==> src/rtl/udp_iq_depacketizer.sv <==
//==============================================================================
// Module      : udp_iq_depacketizer
// Description : Parses Ethernet/IPv4/UDP IQ frames from a MAC RX byte stream,
//               writes {I,Q} words to a FIFO and reports sequence gaps.
// Revision    : 1.0 - initial release
//==============================================================================
`default_nettype none

module udp_iq_depacketizer #(
    parameter logic [47:0] LOCAL_MAC     = 48'h021234567890,
    parameter logic [31:0] LOCAL_IP      = {8'd10, 8'd0, 8'd0, 8'd2},
    parameter logic [15:0] LOCAL_PORT    = 16'd32179,
    parameter int          PAYLOAD_WORDS = 366
) (
    input  logic        clk,
    input  logic        rst,
    input  logic [7:0]  rx_data,
    input  logic        rx_dval,
    input  logic        rx_sop,
    input  logic        rx_eop,
    input  logic        rx_err,
    output logic        wr_en,
    output logic [31:0] wr_data,
    input  logic        wr_full,
    output logic        seq_gap,
    output logic        overflow,
    output logic        frame_err,
    output logic [31:0] frames_ok,
    output logic [31:0] frames_drop
);

    localparam logic [10:0] c_SEQ_FIRST = 11'd42;
    localparam logic [10:0] c_SEQ_LAST  = 11'd49;
    localparam logic [10:0] c_PAY_START = 11'd50;
    localparam logic [10:0] c_LAST_BYTE = 11'(50 + 4 * PAYLOAD_WORDS - 1);
    localparam logic [15:0] c_UDP_LEN   = 16'(16 + 4 * PAYLOAD_WORDS);

    typedef enum logic [1:0] {
        S_IDLE = 2'd0,
        S_HDR  = 2'd1,
        S_PAY  = 2'd2,
        S_DROP = 2'd3
    } state_t;

    state_t      r_state, w_state_nxt;
    logic [10:0] r_cnt, w_cnt_nxt, w_idx;
    logic        r_uc, r_bc, w_uc_nxt, w_bc_nxt;
    logic [63:0] r_seq, w_seq_nxt;
    logic [63:0] r_exp, w_exp_nxt;
    logic        r_exp_vld, w_exp_vld_nxt;
    logic [7:0]  r_i_lo, r_i_hi, r_q_lo, w_i_lo_nxt, w_i_hi_nxt, w_q_lo_nxt;
    logic [31:0] r_wr_data, w_wr_data_nxt;
    logic        r_wr_en, r_seq_gap, r_overflow, r_frame_err;
    logic [31:0] r_frames_ok, r_frames_drop;
    logic        w_wr, w_ovf, w_ferr, w_gap, w_ok_inc, w_mis, w_active;
    logic [1:0]  w_drop_inc, w_pos;
    logic [7:0]  w_mac_byte;
    logic [32:0] w_drop_sum;

    always_comb begin
        w_mac_byte = 8'h00;
        case (w_idx[2:0])
            3'd0:    w_mac_byte = LOCAL_MAC[47:40];
            3'd1:    w_mac_byte = LOCAL_MAC[39:32];
            3'd2:    w_mac_byte = LOCAL_MAC[31:24];
            3'd3:    w_mac_byte = LOCAL_MAC[23:16];
            3'd4:    w_mac_byte = LOCAL_MAC[15:8];
            default: w_mac_byte = LOCAL_MAC[7:0];
        endcase
    end

    always_comb begin
        w_state_nxt   = r_state;
        w_cnt_nxt     = r_cnt;
        w_uc_nxt      = r_uc;
        w_bc_nxt      = r_bc;
        w_seq_nxt     = r_seq;
        w_exp_nxt     = r_exp;
        w_exp_vld_nxt = r_exp_vld;
        w_i_lo_nxt    = r_i_lo;
        w_i_hi_nxt    = r_i_hi;
        w_q_lo_nxt    = r_q_lo;
        w_wr_data_nxt = r_wr_data;
        w_wr          = 1'b0;
        w_ovf         = 1'b0;
        w_ferr        = 1'b0;
        w_gap         = 1'b0;
        w_ok_inc      = 1'b0;
        w_mis         = 1'b0;
        w_drop_inc    = 2'd0;
        w_idx         = rx_sop ? 11'd0 : r_cnt;
        w_pos         = w_idx[1:0] + 2'd2;   // (idx - 50) mod 4
        w_active      = rx_sop || (r_state == S_HDR) || (r_state == S_PAY);

        if (rx_dval) begin
            // A new SOP while a frame is still being parsed abandons that frame.
            if (rx_sop && ((r_state == S_HDR) || (r_state == S_PAY))) begin
                w_ferr     = 1'b1;
                w_drop_inc = 2'd1;
            end

            if (w_active) begin
                w_cnt_nxt   = w_idx + 11'd1;
                w_state_nxt = (w_idx >= c_SEQ_LAST) ? S_PAY : S_HDR;

                case (w_idx)
                    11'd0, 11'd1, 11'd2, 11'd3, 11'd4, 11'd5: begin
                        w_uc_nxt = ((w_idx == 11'd0) || r_uc) && (rx_data == w_mac_byte);
                        w_bc_nxt = ((w_idx == 11'd0) || r_bc) && (rx_data == 8'hFF);
                        w_mis    = !(w_uc_nxt || w_bc_nxt);
                    end
                    11'd12:  w_mis = (rx_data != 8'h08);
                    11'd13:  w_mis = (rx_data != 8'h00);
                    11'd14:  w_mis = (rx_data != 8'h45);
                    11'd23:  w_mis = (rx_data != 8'h11);
                    11'd30:  w_mis = (rx_data != LOCAL_IP[31:24]);
                    11'd31:  w_mis = (rx_data != LOCAL_IP[23:16]);
                    11'd32:  w_mis = (rx_data != LOCAL_IP[15:8]);
                    11'd33:  w_mis = (rx_data != LOCAL_IP[7:0]);
                    11'd36:  w_mis = (rx_data != LOCAL_PORT[15:8]);
                    11'd37:  w_mis = (rx_data != LOCAL_PORT[7:0]);
                    11'd38:  w_mis = (rx_data != c_UDP_LEN[15:8]);
                    11'd39:  w_mis = (rx_data != c_UDP_LEN[7:0]);
                    default: w_mis = 1'b0;
                endcase

                // Sequence counter arrives LSB first; shift in from the top.
                if ((w_idx >= c_SEQ_FIRST) && (w_idx <= c_SEQ_LAST)) begin
                    w_seq_nxt = {rx_data, r_seq[63:8]};
                    if (w_idx == c_SEQ_LAST) begin
                        w_gap         = r_exp_vld && (w_seq_nxt != r_exp);
                        w_exp_nxt     = w_seq_nxt + 64'd1;
                        w_exp_vld_nxt = 1'b1;
                    end
                end

                if ((w_idx >= c_PAY_START) && (w_idx <= c_LAST_BYTE)) begin
                    case (w_pos)
                        2'd0: w_i_lo_nxt = rx_data;
                        2'd1: w_i_hi_nxt = rx_data;
                        2'd2: w_q_lo_nxt = rx_data;
                        default: begin
                            if (wr_full) begin
                                w_ovf = 1'b1;
                            end else begin
                                w_wr          = 1'b1;
                                w_wr_data_nxt = {r_i_hi, r_i_lo, rx_data, r_q_lo};
                            end
                        end
                    endcase
                end

                if (w_mis) begin
                    w_drop_inc  = w_drop_inc + 2'd1;
                    w_state_nxt = rx_eop ? S_IDLE : S_DROP;
                end else if (rx_eop) begin
                    if ((w_idx == c_LAST_BYTE) && !rx_err) begin
                        w_ok_inc = 1'b1;
                    end else begin
                        w_ferr     = 1'b1;
                        w_drop_inc = w_drop_inc + 2'd1;
                    end
                    w_state_nxt = S_IDLE;
                end else if (w_idx > c_LAST_BYTE) begin
                    w_ferr      = 1'b1;
                    w_drop_inc  = w_drop_inc + 2'd1;
                    w_state_nxt = S_DROP;
                end
            end else if ((r_state == S_DROP) && rx_eop) begin
                w_state_nxt = S_IDLE;
            end
        end
    end

    assign w_drop_sum = {1'b0, r_frames_drop} + {31'd0, w_drop_inc};

    always_ff @(posedge clk) begin
        if (rst) begin
            r_state       <= S_IDLE;
            r_cnt         <= 11'd0;
            r_uc          <= 1'b0;
            r_bc          <= 1'b0;
            r_seq         <= 64'd0;
            r_exp         <= 64'd0;
            r_exp_vld     <= 1'b0;
            r_i_lo        <= 8'd0;
            r_i_hi        <= 8'd0;
            r_q_lo        <= 8'd0;
            r_wr_data     <= 32'd0;
            r_wr_en       <= 1'b0;
            r_seq_gap     <= 1'b0;
            r_overflow    <= 1'b0;
            r_frame_err   <= 1'b0;
            r_frames_ok   <= 32'd0;
            r_frames_drop <= 32'd0;
        end else begin
            r_state       <= w_state_nxt;
            r_cnt         <= w_cnt_nxt;
            r_uc          <= w_uc_nxt;
            r_bc          <= w_bc_nxt;
            r_seq         <= w_seq_nxt;
            r_exp         <= w_exp_nxt;
            r_exp_vld     <= w_exp_vld_nxt;
            r_i_lo        <= w_i_lo_nxt;
            r_i_hi        <= w_i_hi_nxt;
            r_q_lo        <= w_q_lo_nxt;
            r_wr_data     <= w_wr_data_nxt;
            r_wr_en       <= w_wr;
            r_seq_gap     <= w_gap;
            r_overflow    <= w_ovf;
            r_frame_err   <= w_ferr;
            if (w_ok_inc && (r_frames_ok != 32'hFFFF_FFFF)) begin
                r_frames_ok <= r_frames_ok + 32'd1;
            end
            r_frames_drop <= w_drop_sum[32] ? 32'hFFFF_FFFF : w_drop_sum[31:0];
        end
    end

    assign wr_en       = r_wr_en;
    assign wr_data     = r_wr_data;
    assign seq_gap     = r_seq_gap;
    assign overflow    = r_overflow;
    assign frame_err   = r_frame_err;
    assign frames_ok   = r_frames_ok;
    assign frames_drop = r_frames_drop;

endmodule

`default_nettype wire

==> config.mk <==
export PLATFORM = sky130hd
export DESIGN_NAME = udp_iq_depacketizer
export DESIGN_NICKNAME = d
export VERILOG_FILES = /design/src/rtl/udp_iq_depacketizer.sv
export SDC_FILE = /design/constraint.sdc
export NUM_CORES = 1
export LEC_CHECK = 0
export BUFFER_PORTS_ARGS = -buffer_cell sky130_fd_sc_hd__buf_2
export CAP_MARGIN = 25
export CORE_MARGIN = 5
export CORE_UTILIZATION = 42
export CTS_CLUSTER_DIAMETER = 30
export CTS_CLUSTER_SIZE = 8
export DETAILED_ROUTE_END_ITERATION = 8
export GPL_TIMING_DRIVEN = 0
export MAX_ROUTING_LAYER = met4
export SYNTH_ARGS = -nofsm -noshare
export SYNTH_HDL_FRONTEND = slang
export SYNTH_SLANG_ARGS = --single-unit
export TNS_END_PERCENT = 20
==> constraint.sdc <==
create_clock -name clk -period 6.95 [get_ports clk]
set_clock_uncertainty 0.1 [all_clocks]
set_input_delay 0.3475 -clock clk [delete_from_list [all_inputs] [get_ports clk]]
set_output_delay 0.3475 -clock clk [all_outputs]
set_load 0.05 [all_outputs]
==> results.sh <==
export IMPL_status="finished clean"
export IMPL_path_buf_inv=5
export IMPL_path_max_fanout=10
export IMPL_critPathMaxStageDelay_ps=570
export IMPL_initialDrtViolationCount=925
export IMPL_dieHeight_um=186
export IMPL_start_util_pct=42.6
export IMPL_ys_types=71
export IMPL_seqPwrFrac_pct=31.3
export IMPL_synth_nets=1670
export IMPL_whs_ps=56.7
export IMPL_synth_edf_count=0
export IMPL_setup_tns_ps=0
export IMPL_multi_input_area_um2=7170
export IMPL_cpMaxStageDelayCell="o31ai_1"
export IMPL_synth_async_sr_flop_share_pct=0
export IMPL_numCtsBuffers=67
export IMPL_syn_to_final_growth_pct=26.1
export IMPL_antenna_found_initial=0
export IMPL_first_pass_iters=5
export IMPL_cts_resized=0
export IMPL_grt_usage_pct=23.3
export IMPL_rows=64
export IMPL_regArea_um2=5200
export IMPL_final_common_cell="nand2_1"
export IMPL_p_leak_uw=0.00601
export IMPL_hpwlAfterDp_um=27700
export IMPL_p_clk_share_pct=66.0
export IMPL_clkLatencyLatePin_ps=560
export IMPL_cts_setup_buffers=0
export IMPL_vdd_ir_drop_max_uv=182
export IMPL_io_buffer_count=109
export IMPL_maxCapViolCount=0
export IMPL_clk_path_buf_depth=3
export IMPL_pwr_share_comb_pct=2.7
export IMPL_grt_pass1_wl_um=63400
export IMPL_postRouteAntennaNets=0
export IMPL_num_vias=12300
export IMPL_cts_root_buf="clkbuf_16"
export IMPL_synthFlopType="dfxtp_1"
export IMPL_syn_area_um2=13000
export IMPL_fillerInstances=2910
export IMPL_die_w_um=186
export IMPL_io_pins=115
export IMPL_slew_viol_final=0
export IMPL_crit_type="register to register"
export IMPL_fp_coreArea_um2=30600
export IMPL_path_common_cell="nor2b_1"
export IMPL_fin_crit_sh_pct=88.6
export IMPL_crit_chain="nor2b_1 -> inv_1 -> ha_1 -> or2_2 -> a21oi_1 -> or3_1 -> a41o_1 -> a22oi_1 -> o31ai_1 -> a41oi_1 -> a211oi_1 -> ha_1 -> inv_1 -> fa_1 -> nor2b_1 -> nor2b_1 -> clkbuf_1 -> nand2_1 -> nor4_1 -> nand2_1 -> clkbuf_1 -> buf_2 -> a21oi_1"
export IMPL_critical_path_top_delay_family="simple AND/OR/NAND/NOR gates"
export IMPL_drive_above_1_share_pct=15.8
export IMPL_antenna_cells=0
export IMPL_ys_ff_latch=260
export IMPL_clk_pin_slew_ps=40
export IMPL_period_minus_slack_ps=6160
export IMPL_syn_area_per_cell_um2=7.95
export IMPL_rsz0062_at_grt="false"
export IMPL_overflow=0
export IMPL_layout_nets=1848
export IMPL_cp_required_ps=7330
export IMPL_p_switching_uw=1050
export IMPL_cts_sinks=260
export IMPL_internal_power_uw=3750
export IMPL_pwr_density_cell_nw_per_um2=293
export IMPL_hold_viol_final=0
export IMPL_cp_start_kind="register"
export IMPL_htreeDepth=3
export IMPL_grt_max_degree=11
export IMPL_relSlewSlack_pct=40.8
export IMPL_grt_pass1_vias=11900
export IMPL_place_congestion=0.916
export IMPL_max_freq_mhz=162
export IMPL_end_kind="register"
export IMPL_final_area_um2=16400
export IMPL_viasPerCell=5.43
export IMPL_setup_viol=0
export IMPL_cts_tree="yes"
export IMPL_netlist_instances=1639
export IMPL_synth_warnings=0
export IMPL_layout_common_cells="283 x nand2_1, 260 x dfxtp_1, 171 x a21oi_1, 163 x nor2_1, 151 x buf_2"
export IMPL_wirelength_um=39200
export IMPL_drc_errors=0
export IMPL_hold_buffers=0
export IMPL_placed_cell_area_um2=14100
export IMPL_switching_share_pct=21.9
export IMPL_synth_seq_area_share_pct=40.0
export IMPL_min_path_type="primary input to register"
export IMPL_worst_pin_slew_ps=881
export IMPL_dieArea_um2=34600
export IMPL_worstPathArrival_ps=6530
export IMPL_wl_per_cell_um=17.3
## through the flow
stage / setup slack (ps) / utilization, % / total power [µW] / std cells
6_report: 793 / 53.7 / 4800 / 2265
5_1_grt: 200 / 53.7 / 4950 / 2265
3_5_place_dp: 617 / 46.0 / 1660 / 2144
2_1_floorplan: 1990 / - / 1610 / 1639
4_1_cts: 805 / 53.7 / 4840 / 2265
3_3_place_gp: 638 / 46.0 / 1660 / 2144
## flip-flops by register name, indices dropped and copies added (netlist names), 2 cells and up
name and cells:
r_q_lo 8, r_i_hi 8, frames_ok 32, r_state 2, r_seq 56, r_exp 64, wr_data 32, frames_drop 32
r_i_lo 8, r_cnt 11
## cells by family after synthesis
group,share of synthesized area [%]
buffers and inverters,5.01
DFF,40.0
xor gates and xnor gates,12.3
muxes,0.548
adders and majority gates,1.59
AOI/OAI and AO/OA,14.3
and+or+nand+nor,26.3
## metal layers
metal	GRT usage (%)	up-vias	part of all wire, %
met2	35.4	394	46
li1	-	6004	-
met3	4.53	77	6.2
met4	8.57	0	3.1
met1	30.8	5834	45
met5	-	-	0
## area by class of cell
class	instances	share of cell area, %
multi-input cells	1222	43.6
flip-flops and latches	260	31.7
clock buffers	98	12.2
repair buffers	109	3.32
plain buffers	128	3.31
well taps	396	3.02
clock inverters	23	2.14
inverters	29	0.663
## worst paths after layout
| check | from | end | slack [ps] | cells after the start |
|---|---|---|---|---|
| worst max-delay path | r_cnt[0] | frames_drop[26] | 790 | 23 |
| worst min-delay path | wr_full | overflow | 60 | 2 |
| worst max register to register | r_cnt[0] | frames_drop[26] | 790 | 23 |
| worst min register to register | r_i_lo[4] | wr_data[20] | 350 | 2 |
## power by group through the flow
| stage | Sequential (µW) | Combinational, µW | Clock, µW |
|---|---|---|---|
| 6_report | 1500 | 129 | 3170 |
| 4_1_cts | 1500 | 127 | 3210 |
| 3_3_place_gp | 1530 | 126 | 0 |
| 5_1_grt | 1500 | 139 | 3310 |
| 2_1_floorplan | 1540 | 76.0 | 0 |
| 3_5_place_dp | 1530 | 127 | 0 |
## synthesized netlist by cell type, types with 12 or more instances
cell	count	share of area [%]
nor4_1	14	0.67
nand2_1	283	8.2
a211oi_1	63	3.6
nand3_1	66	2.5
inv_1	28	0.81
xor2_1	68	4.6
buf_2	42	1.6
and3_1	19	0.91
a21oi_1	171	6.6
xnor2_1	115	7.7
ha_1	15	1.4
or3_1	15	0.72
o21ai_0	27	1.0
dfxtp_1	260	40
nand4_1	58	2.8
nor3_1	12	0.46
clkbuf_1	72	2.1
nor2_1	163	4.7
and4_1	13	0.87
No activity file was read; power rests on OpenSTA's default activity.
